File: config.mk
export PLATFORM = sky130hd
export DESIGN_NAME = i2c_pin_arbiter
export DESIGN_NICKNAME = d
export VERILOG_FILES = /design/src/rtl/i2c_pin_arbiter.sv
export SDC_FILE = /design/constraint.sdc
export NUM_CORES = 1
export LEC_CHECK = 0
export ABC_CLOCK_PERIOD_IN_PS = 2400
export BUFFER_PORTS_ARGS = -buffer_cell sky130_fd_sc_hd__buf_2
export CORE_ASPECT_RATIO = 1.5
export CORE_MARGIN = 2
export CORE_UTILIZATION = 35
export CTS_CLUSTER_DIAMETER = 100
export DETAILED_ROUTE_END_ITERATION = 16
export SLEW_MARGIN = 5
export SYNTH_ARGS = -nofsm -noshare
export SYNTH_HDL_FRONTEND = slang
export SYNTH_SLANG_ARGS = --single-unit
File: constraint.sdc
create_clock -name clk_i -period 2.4 [get_ports clk_i]
set_input_delay 0.12 -clock clk_i [delete_from_list [all_inputs] [get_ports clk_i]]
set_output_delay 0.12 -clock clk_i [all_outputs]
set_load 0.005 [all_outputs]
File: src/rtl/i2c_pin_arbiter.sv
// i2c_pin_arbiter: shares one I2C pad pair among NUM_MST controllers.
// Pads are handed over only when the bus is observed free (or the wait
// times out), with a release interval in between so pad drive never jumps
// straight from one master to another.
module i2c_pin_arbiter #(
    parameter int                 NUM_MST  = 2,
    parameter logic [NUM_MST-1:0] DIR_INV  = '0,
    parameter int                 RST_SEL  = 0,
    parameter int                 IDLE_CYC = 16,
    parameter int                 PARK_CYC = 2,
    parameter int                 TMO_CYC  = 4096,
    localparam int                SW       = $clog2(NUM_MST)
) (
    input  logic               clk_i,
    input  logic               rst_i,
    input  logic               sel_valid_i,
    input  logic [SW-1:0]      sel_id_i,
    output logic               sel_ready_o,
    output logic [SW-1:0]      sel_cur_o,
    output logic               done_o,
    output logic               tmo_o,
    output logic               err_o,
    output logic               busy_o,
    input  logic [NUM_MST-1:0] mst_scl_o_i,
    input  logic [NUM_MST-1:0] mst_scl_dir_i,
    input  logic [NUM_MST-1:0] mst_sda_o_i,
    input  logic [NUM_MST-1:0] mst_sda_dir_i,
    output logic [NUM_MST-1:0] mst_scl_i_o,
    output logic [NUM_MST-1:0] mst_sda_i_o,
    input  logic               pad_scl_i,
    input  logic               pad_sda_i,
    output logic               pad_scl_o,
    output logic               pad_scl_dir_o,
    output logic               pad_sda_o,
    output logic               pad_sda_dir_o
);

    typedef enum logic [1:0] {S_IDLE, S_WAIT, S_PARK} state_t;

    localparam int TW = (TMO_CYC > 1) ? $clog2(TMO_CYC) : 1;
    localparam int PW = 4;
    localparam int IW = 8;

    logic [1:0]    r_scl_sync, r_sda_sync;
    logic          r_scl_d, r_sda_d;
    logic          w_scl_s, w_sda_s;
    logic          w_start, w_stop, w_bus_free;
    logic          r_busy;
    logic [IW-1:0] r_idle_cnt;

    state_t        r_state, w_state;
    logic [SW-1:0] r_cur, w_cur, r_tgt, w_tgt;
    logic [TW-1:0] r_tmo_cnt, w_tmo_cnt;
    logic [PW-1:0] r_park_cnt, w_park_cnt;
    logic          r_tmo_flag, w_tmo_flag;
    logic          r_done, w_done, r_tmo, w_tmo, r_err, w_err;
    logic          w_id_bad, w_park;

    logic [NUM_MST-1:0] w_scl_dir_n, w_sda_dir_n;
    logic          w_scl_o_cur, w_scl_dir_cur, w_sda_o_cur, w_sda_dir_cur;

    assign w_scl_s = r_scl_sync[1];
    assign w_sda_s = r_sda_sync[1];

    // Two-flop synchronisers plus one delayed copy for edge detection; idle-high reset
    always_ff @(posedge clk_i or posedge rst_i) begin
        if (rst_i) begin
            r_scl_sync <= 2'b11;
            r_sda_sync <= 2'b11;
            r_scl_d    <= 1'b1;
            r_sda_d    <= 1'b1;
        end else begin
            r_scl_sync <= {r_scl_sync[0], pad_scl_i};
            r_sda_sync <= {r_sda_sync[0], pad_sda_i};
            r_scl_d    <= w_scl_s;
            r_sda_d    <= w_sda_s;
        end
    end

    // SDA edges while SCL stays high mark START / STOP
    assign w_start    = r_sda_d & ~w_sda_s & w_scl_s & r_scl_d;
    assign w_stop     = ~r_sda_d & w_sda_s & w_scl_s & r_scl_d;
    assign w_bus_free = (r_idle_cnt == IW'(IDLE_CYC));

    // Bus monitor: busy flag (STOP wins) and saturating idle-line counter
    always_ff @(posedge clk_i or posedge rst_i) begin
        if (rst_i) begin
            r_busy     <= 1'b0;
            r_idle_cnt <= '0;
        end else begin
            if (w_stop)       r_busy <= 1'b0;
            else if (w_start) r_busy <= 1'b1;
            if (!r_busy && w_scl_s && w_sda_s) begin
                if (!w_bus_free) r_idle_cnt <= r_idle_cnt + 1'b1;
            end else begin
                r_idle_cnt <= '0;
            end
        end
    end

    assign w_id_bad = (int'(sel_id_i) >= NUM_MST);

    // FSM state and datapath registers; reset drops any pending switch
    always_ff @(posedge clk_i or posedge rst_i) begin
        if (rst_i) begin
            r_state    <= S_IDLE;
            r_cur      <= SW'(RST_SEL);
            r_tgt      <= SW'(RST_SEL);
            r_tmo_cnt  <= '0;
            r_park_cnt <= '0;
            r_tmo_flag <= 1'b0;
            r_done     <= 1'b0;
            r_tmo      <= 1'b0;
            r_err      <= 1'b0;
        end else begin
            r_state    <= w_state;
            r_cur      <= w_cur;
            r_tgt      <= w_tgt;
            r_tmo_cnt  <= w_tmo_cnt;
            r_park_cnt <= w_park_cnt;
            r_tmo_flag <= w_tmo_flag;
            r_done     <= w_done;
            r_tmo      <= w_tmo;
            r_err      <= w_err;
        end
    end

    // Next-state: accept in IDLE, wait for free bus or timeout, then park
    always_comb begin
        w_state    = r_state;
        w_cur      = r_cur;
        w_tgt      = r_tgt;
        w_tmo_cnt  = r_tmo_cnt;
        w_park_cnt = r_park_cnt;
        w_tmo_flag = r_tmo_flag;
        w_done     = 1'b0;
        w_tmo      = 1'b0;
        w_err      = 1'b0;
        case (r_state)
            S_IDLE: begin
                if (sel_valid_i) begin
                    if (w_id_bad) begin
                        w_err = 1'b1;
                    end else if (sel_id_i == r_cur) begin
                        w_done = 1'b1;
                    end else begin
                        w_tgt      = sel_id_i;
                        w_tmo_cnt  = '0;
                        w_tmo_flag = 1'b0;
                        w_state    = S_WAIT;
                    end
                end
            end
            S_WAIT: begin
                if (w_bus_free) begin
                    w_park_cnt = '0;
                    w_state    = S_PARK;
                end else if (TMO_CYC != 0 && r_tmo_cnt == TW'(TMO_CYC - 1)) begin
                    w_tmo_flag = 1'b1;
                    w_park_cnt = '0;
                    w_state    = S_PARK;
                end else begin
                    w_tmo_cnt = r_tmo_cnt + 1'b1;
                end
            end
            S_PARK: begin
                if (r_park_cnt == PW'(PARK_CYC - 1)) begin
                    w_cur   = r_tgt;
                    w_done  = 1'b1;
                    w_tmo   = r_tmo_flag;
                    w_state = S_IDLE;
                end else begin
                    w_park_cnt = r_park_cnt + 1'b1;
                end
            end
            default: w_state = S_IDLE;
        endcase
    end

    assign sel_ready_o = (r_state == S_IDLE);
    assign sel_cur_o   = r_cur;
    assign done_o      = r_done;
    assign tmo_o       = r_tmo;
    assign err_o       = r_err;
    assign busy_o      = r_busy;
    assign w_park      = (r_state == S_PARK);

    assign w_scl_dir_n = mst_scl_dir_i ^ DIR_INV;
    assign w_sda_dir_n = mst_sda_dir_i ^ DIR_INV;

    // Pick the connected master's drive; loop compare keeps unused id codes harmless
    always_comb begin
        w_scl_o_cur   = 1'b1;
        w_scl_dir_cur = 1'b0;
        w_sda_o_cur   = 1'b1;
        w_sda_dir_cur = 1'b0;
        for (int k = 0; k < NUM_MST; k++) begin
            if (r_cur == SW'(k)) begin
                w_scl_o_cur   = mst_scl_o_i[k];
                w_scl_dir_cur = w_scl_dir_n[k];
                w_sda_o_cur   = mst_sda_o_i[k];
                w_sda_dir_cur = w_sda_dir_n[k];
            end
        end
    end

    assign pad_scl_o     = w_park ? 1'b1 : w_scl_o_cur;
    assign pad_scl_dir_o = w_park ? 1'b0 : w_scl_dir_cur;
    assign pad_sda_o     = w_park ? 1'b1 : w_sda_o_cur;
    assign pad_sda_dir_o = w_park ? 1'b0 : w_sda_dir_cur;

    // Unselected masters, and everyone while parked, see an idle bus
    for (genvar k = 0; k < NUM_MST; k++) begin : g_mst_in
        assign mst_scl_i_o[k] = (!w_park && r_cur == SW'(k)) ? w_scl_s : 1'b1;
        assign mst_sda_i_o[k] = (!w_park && r_cur == SW'(k)) ? w_sda_s : 1'b1;
    end

endmodule

# == Yosys cells after proc, flatten, opt, wreduce, memory -nomap -nowiden ==
# Index checks and enable logic that the tools add are counted.
# totals
regBits,38
in_bits,14
output_inout_bits,14
elab_cells,100
# classes
n_addsub,3
n_eq_ne,15
n_mux,42
n_bitwise,10
n_reduce_logical,16
# op_table
operator,n
12-bit 2-to-1 mux,4
12-bit one-hot mux with 2 select lines,1
1-bit 2-to-1 mux,23
8-bit 2-to-1 mux,2
"2-bit != test, second input constant",7
"12-bit by 1-bit adder with 12-bit output, second input constant",1
"12-bit equality test, second input constant",1
4-bit 2-to-1 mux,3
2-bit 2-to-1 mux,5
5-bit AND reduction,2
"8-bit by 1-bit adder with 8-bit output, second input constant",1
"8-bit by 5-bit equality test with 1-bit output, second input constant",1
4-bit one-hot mux with 2 select lines,1
1-bit AND,6
2-bit one-hot mux with 3 select lines,1
3-bit AND reduction,2
2-bit nonzero test,3
"4-bit by 1-bit adder with 4-bit output, second input constant",1
"4-bit by 1-bit equality test with 1-bit output, second input constant",1
1-bit logical AND,4
1-bit inverter,4
1-bit one-hot mux with 2 select lines,2
4-bit AND reduction,1
"3-bit != test, second input constant",1
7 further kinds,8

# == Logic depth before layout (Yosys ltp) ==
# logic_depth
depth_word,6
mapped_depth,7
depth_no_buf,6

# == Worst setup path after synthesis ==
# No wires, ideal clock.
# synth_timing
kind,flip-flop to flip-flop
from,register r_idle_cnt[0]
to,register r_park_cnt[3]
setup_ns,0.124
arrival_ns,1.706
required_time_ns,2.276
slack_ns,0.570
path_stages_with_launch,7
path_buffers,0
period_less_slack_ns,1.830
cell_sequence,dfrtp_1 > inv_1 > ha_1 > or4b_4 > o21ai_4 > nor2_2 > a211o_1
# synth_via
elab_chain_cells,3
elab_cells_between_ends,5
classes_between,2 x eq/ne; 2 x mux; 1 x reduce/logical
# synth_rtl
item,line_no,rtl
start: declaration,49,logic [IW-1:0] r_idle_cnt;
start signal: assignment,94,if (!w_bus_free) r_idle_cnt <= r_idle_cnt + 1'b1;
8-bit by 5-bit equality test with 1-bit output *,83,assign w_bus_free = (r_idle_cnt == IW'(IDLE_CYC));
3-bit != test (no line) / 4-bit 2-to-1 mux (equally long branches),-,
3-bit AND reduction (no line) / 4-bit one-hot mux with 2 select lines (equally long branches),-,
end signal: assignment,120,r_park_cnt <= w_park_cnt;
end: declaration,54,"logic [PW-1:0] r_park_cnt, w_park_cnt;"
# Every way passes the cells marked *; elsewhere a longest branch is shown, timed or not.
# A chain may end at the register's enable or synchronous reset.

# == Worst setup path in the final report ==
# Same ends and word-level chain as after synthesis.

==> summary.txt <==
Synth
  – Post-synthesis sequential area ratio: 46.06%
  – Top-area cell type share of the netlist area: 38.48%
  – Synthesis warning total: 0
  – Top FF cell, synth: dfrtp_1
  – Syn nets: 234
  – Count of cell types in the netlist: 56
  – Synth Instances: 215
  – Mapped cell area: 2081 µm²
  – Synth Register Bits: 38
  – Ys async rst share: 100.0%
  – Top cells by count, synth: 32 x dfrtp_1, 22 x a21oi_1, 16 x nor2_1
  – Area leader, netlist: dfrtp_1
  – Count leader, synth: dfrtp_1
  – Area contributors post-synth: dfrtp_1 38%, dfstp_2 7.6%, a21oi_1 5.3%
  – Post-synth EDFFs: 0
  – Syn_area_per_cell: 9.678 µm²

Worst setup path
  – WS Path Type: flop to flop
  – CP Capture Type: flop
  – Reg2Reg Launch Point: r_idle_cnt[0]
  – CP max FO: 10
  – Worst EP arrival: 2.16 ns
  – CP Launch Type: flop
  – Worst EP required: 2.59 ns
  – Crit path from: r_idle_cnt[0]

CTS
  – Clock buffer depth: 2
  – TritonCTS clock tree: done
  – Root Buffer: clkbuf_8
  – Worst-Skew Late Latency: 0.29 ns
  – # resized after CTS: 0
  – H-Tree Level Count: 2
  – Post-CTS Hold Fix Bufs: 3
  – # Post-CTS Setup Buffers: 0
  – Clock sinks: 38
  – CTS Buf Count: 5
  – Reg clk slew, reported paths: 0.08 ns

Route
  – Avg WL per Cell: 13.91 µm
  – Antenna viol nets, final: 0
  – TritonRoute pass-1 iters: 4
  – Drt total wl: 4.410 mm
  – Via density: 5.230
  – First DRT Iteration DRCs: 102
  – DRC: 0
  – Via count: 1658

GRT
  – Initial antenna violation count: 0
  – Vias in the first global route: 1639
  – Global Route Usage Sum: 14.92%
  – Largest net degree at the start of global routing: 25
  – First-pass GRT wire length: 7.541 mm
  – Congestion Overflow GR: 0

Layout
  – Diode count: 0
  – Layout fillers: 587
  – Layout area overhead: 16.54%
  – Final core utilization: 41.91%
  – # nets final: 263
  – Layout cell share with drive strength beyond 1: 22.45%

STA
  – RSZ-0062 raised after global routing: no
  – Setup-failing EPs final: 0
  – Period utilization: 82.25%
  – Slew @ Worst Pin: 0.5722 ns
  – Hold_ws: 0.08133 ns
  – Worst slew margin: 61.77%
  – Tmin final: 1.974 ns
  – Final Skew: 0.004860 ns
  – Max-slew violation count: 0
  – Final Hold Violating Endpoints: 0
  – Fin worst setup slack: 0.4259 ns
  – Setup TNS: 0 ns
  – Max Clk Rate: 506.6 MHz

Status
  – Status: finished, final reports clean

Pwr
  – Pwr Total: 2.248 mW
  – Peak VDD IR: 379.5 µV
  – Pwr dens: 927.1 nW/µm²
  – Leak: 1.021 nW

Floorplan
  – Die H: 98.43 µm
  – Initial Util: 35.96%
  – Io pins: 28
  – Die width: 66.96 µm
  – Die ar.: 6590 µm²
  – Core Box Area: 5786 µm²
  – # rows: 34

Placed design
  – Dpl ws: 0.4203 ns
  – PortBufs: 26
  – Hpwl dp: 3.255 mm
  – RePlAce Congestion: 0.8098

Worst hold path
  – Tightest Hold Check Type: input pin to flop
  – Hold path start: sel_id_i

Run
  – Max_cap viols: 0
[metrics by stage]
| stage | area (µm²) | cells |
|---|---|---|
| 6_report | 2425 | 317 |
| 5_1_grt | 2425 | 317 |
| 4_1_cts | 2425 | 317 |
| 3_5_place_dp | 2281 | 306 |
| 3_3_place_gp | 2281 | 306 |
| 2_1_floorplan | 2081 | 215 |
[where the power goes]
part           switching [mW]  total (mW)  internal [mW]
Combinational           0.425       0.745          0.320
Clock                   0.241       0.550          0.309
Sequential              0.185       0.952          0.767
[cells by family after synthesis]
family          count (synthesis)  synth area share [%]
xor+xnor                        7                 2.947
flops                          38                 46.06
other cells                     1                0.1802
buf+inv                        22                 4.390
mux                             4                 1.924
fa+ha+maj                       5                 3.007
compound gates                 52                 17.32
simple gates                   86                 24.17
[area by class of cell]
type	count	area [µm²]	area share (%)
multi-input cells	155	1031	42.52
flip-flops and latches	38	958.4	39.53
repair buffers	33	190.2	7.843
well taps	72	90.09	3.715
clock buffers	5	68.82	2.838
clock inverters	3	45.04	1.858
inverters	11	41.29	1.703
[final timing paths]
| path | cells past startpoint | slack [ns] | to |
|---|---|---|---|
| worst max-delay path | 6 | 0.43 | r_park_cnt[3] |
| worst min-delay path | 3 | 0.08 | r_tgt |
| worst max register to register | 6 | 0.43 | r_park_cnt[3] |
| worst min register to register | 0 | 0.36 | r_scl_sync[1] |
| max in group asynchronous | 4 | 1.20 | r_sda_sync[0] |
| min in group asynchronous | 3 | 0.41 | r_tmo_cnt[6] |
[routing by layer]
layer  wire length, µm  vias to the layer above  global-route usage (%)
li1                  -                      837                       -
met1              1915                      793                   17.33
met2              2302                       21                   25.85
met3                96                        7                   3.311
met4                95                        0                   6.279
met5                 0                        -                       0
[critical path, stage by stage (launching register included)]
cell	delay, ns
dfrtp_1	0.45
inv_1	0.08
ha_1	0.15
or4b_4	0.49
o21ai_4	0.32
nor2_2	0.09
a211o_1	0.29
[flip-flops by register name, summed over array words and instances (netlist names)]
signal and flops:
r_idle_cnt 8, r_tmo_flag 1, r_tgt 1, r_sda_sync 2, tmo_o 1, done_o 1
busy_o 1, r_sda_d 1, r_state 2, sel_cur_o 1, r_tmo_cnt 12, r_scl_sync 2
r_park_cnt 4, r_scl_d 1
[cell usage in the layout, fill, tap and decap left out, types with 3 or more instances in the layout]
cell and instances:
ha_1 5, inv_1 11, and3_1 3, a31oi_1 5
dfstp_2 6, xor2_1 6, nand2b_1 3, nand3_1 13
clkbuf_8 5, or4_1 4, buf_4 4, nand3b_1 4
nor3b_1 3, mux2i_1 4, o31ai_1 3, nor2_1 16
dlygate4sd3_1 3, buf_2 26, a21oi_1 22, and2_1 3
dfrtp_1 32, nand4_1 5, nand2_1 13
(Power assumes the default switching activity.)
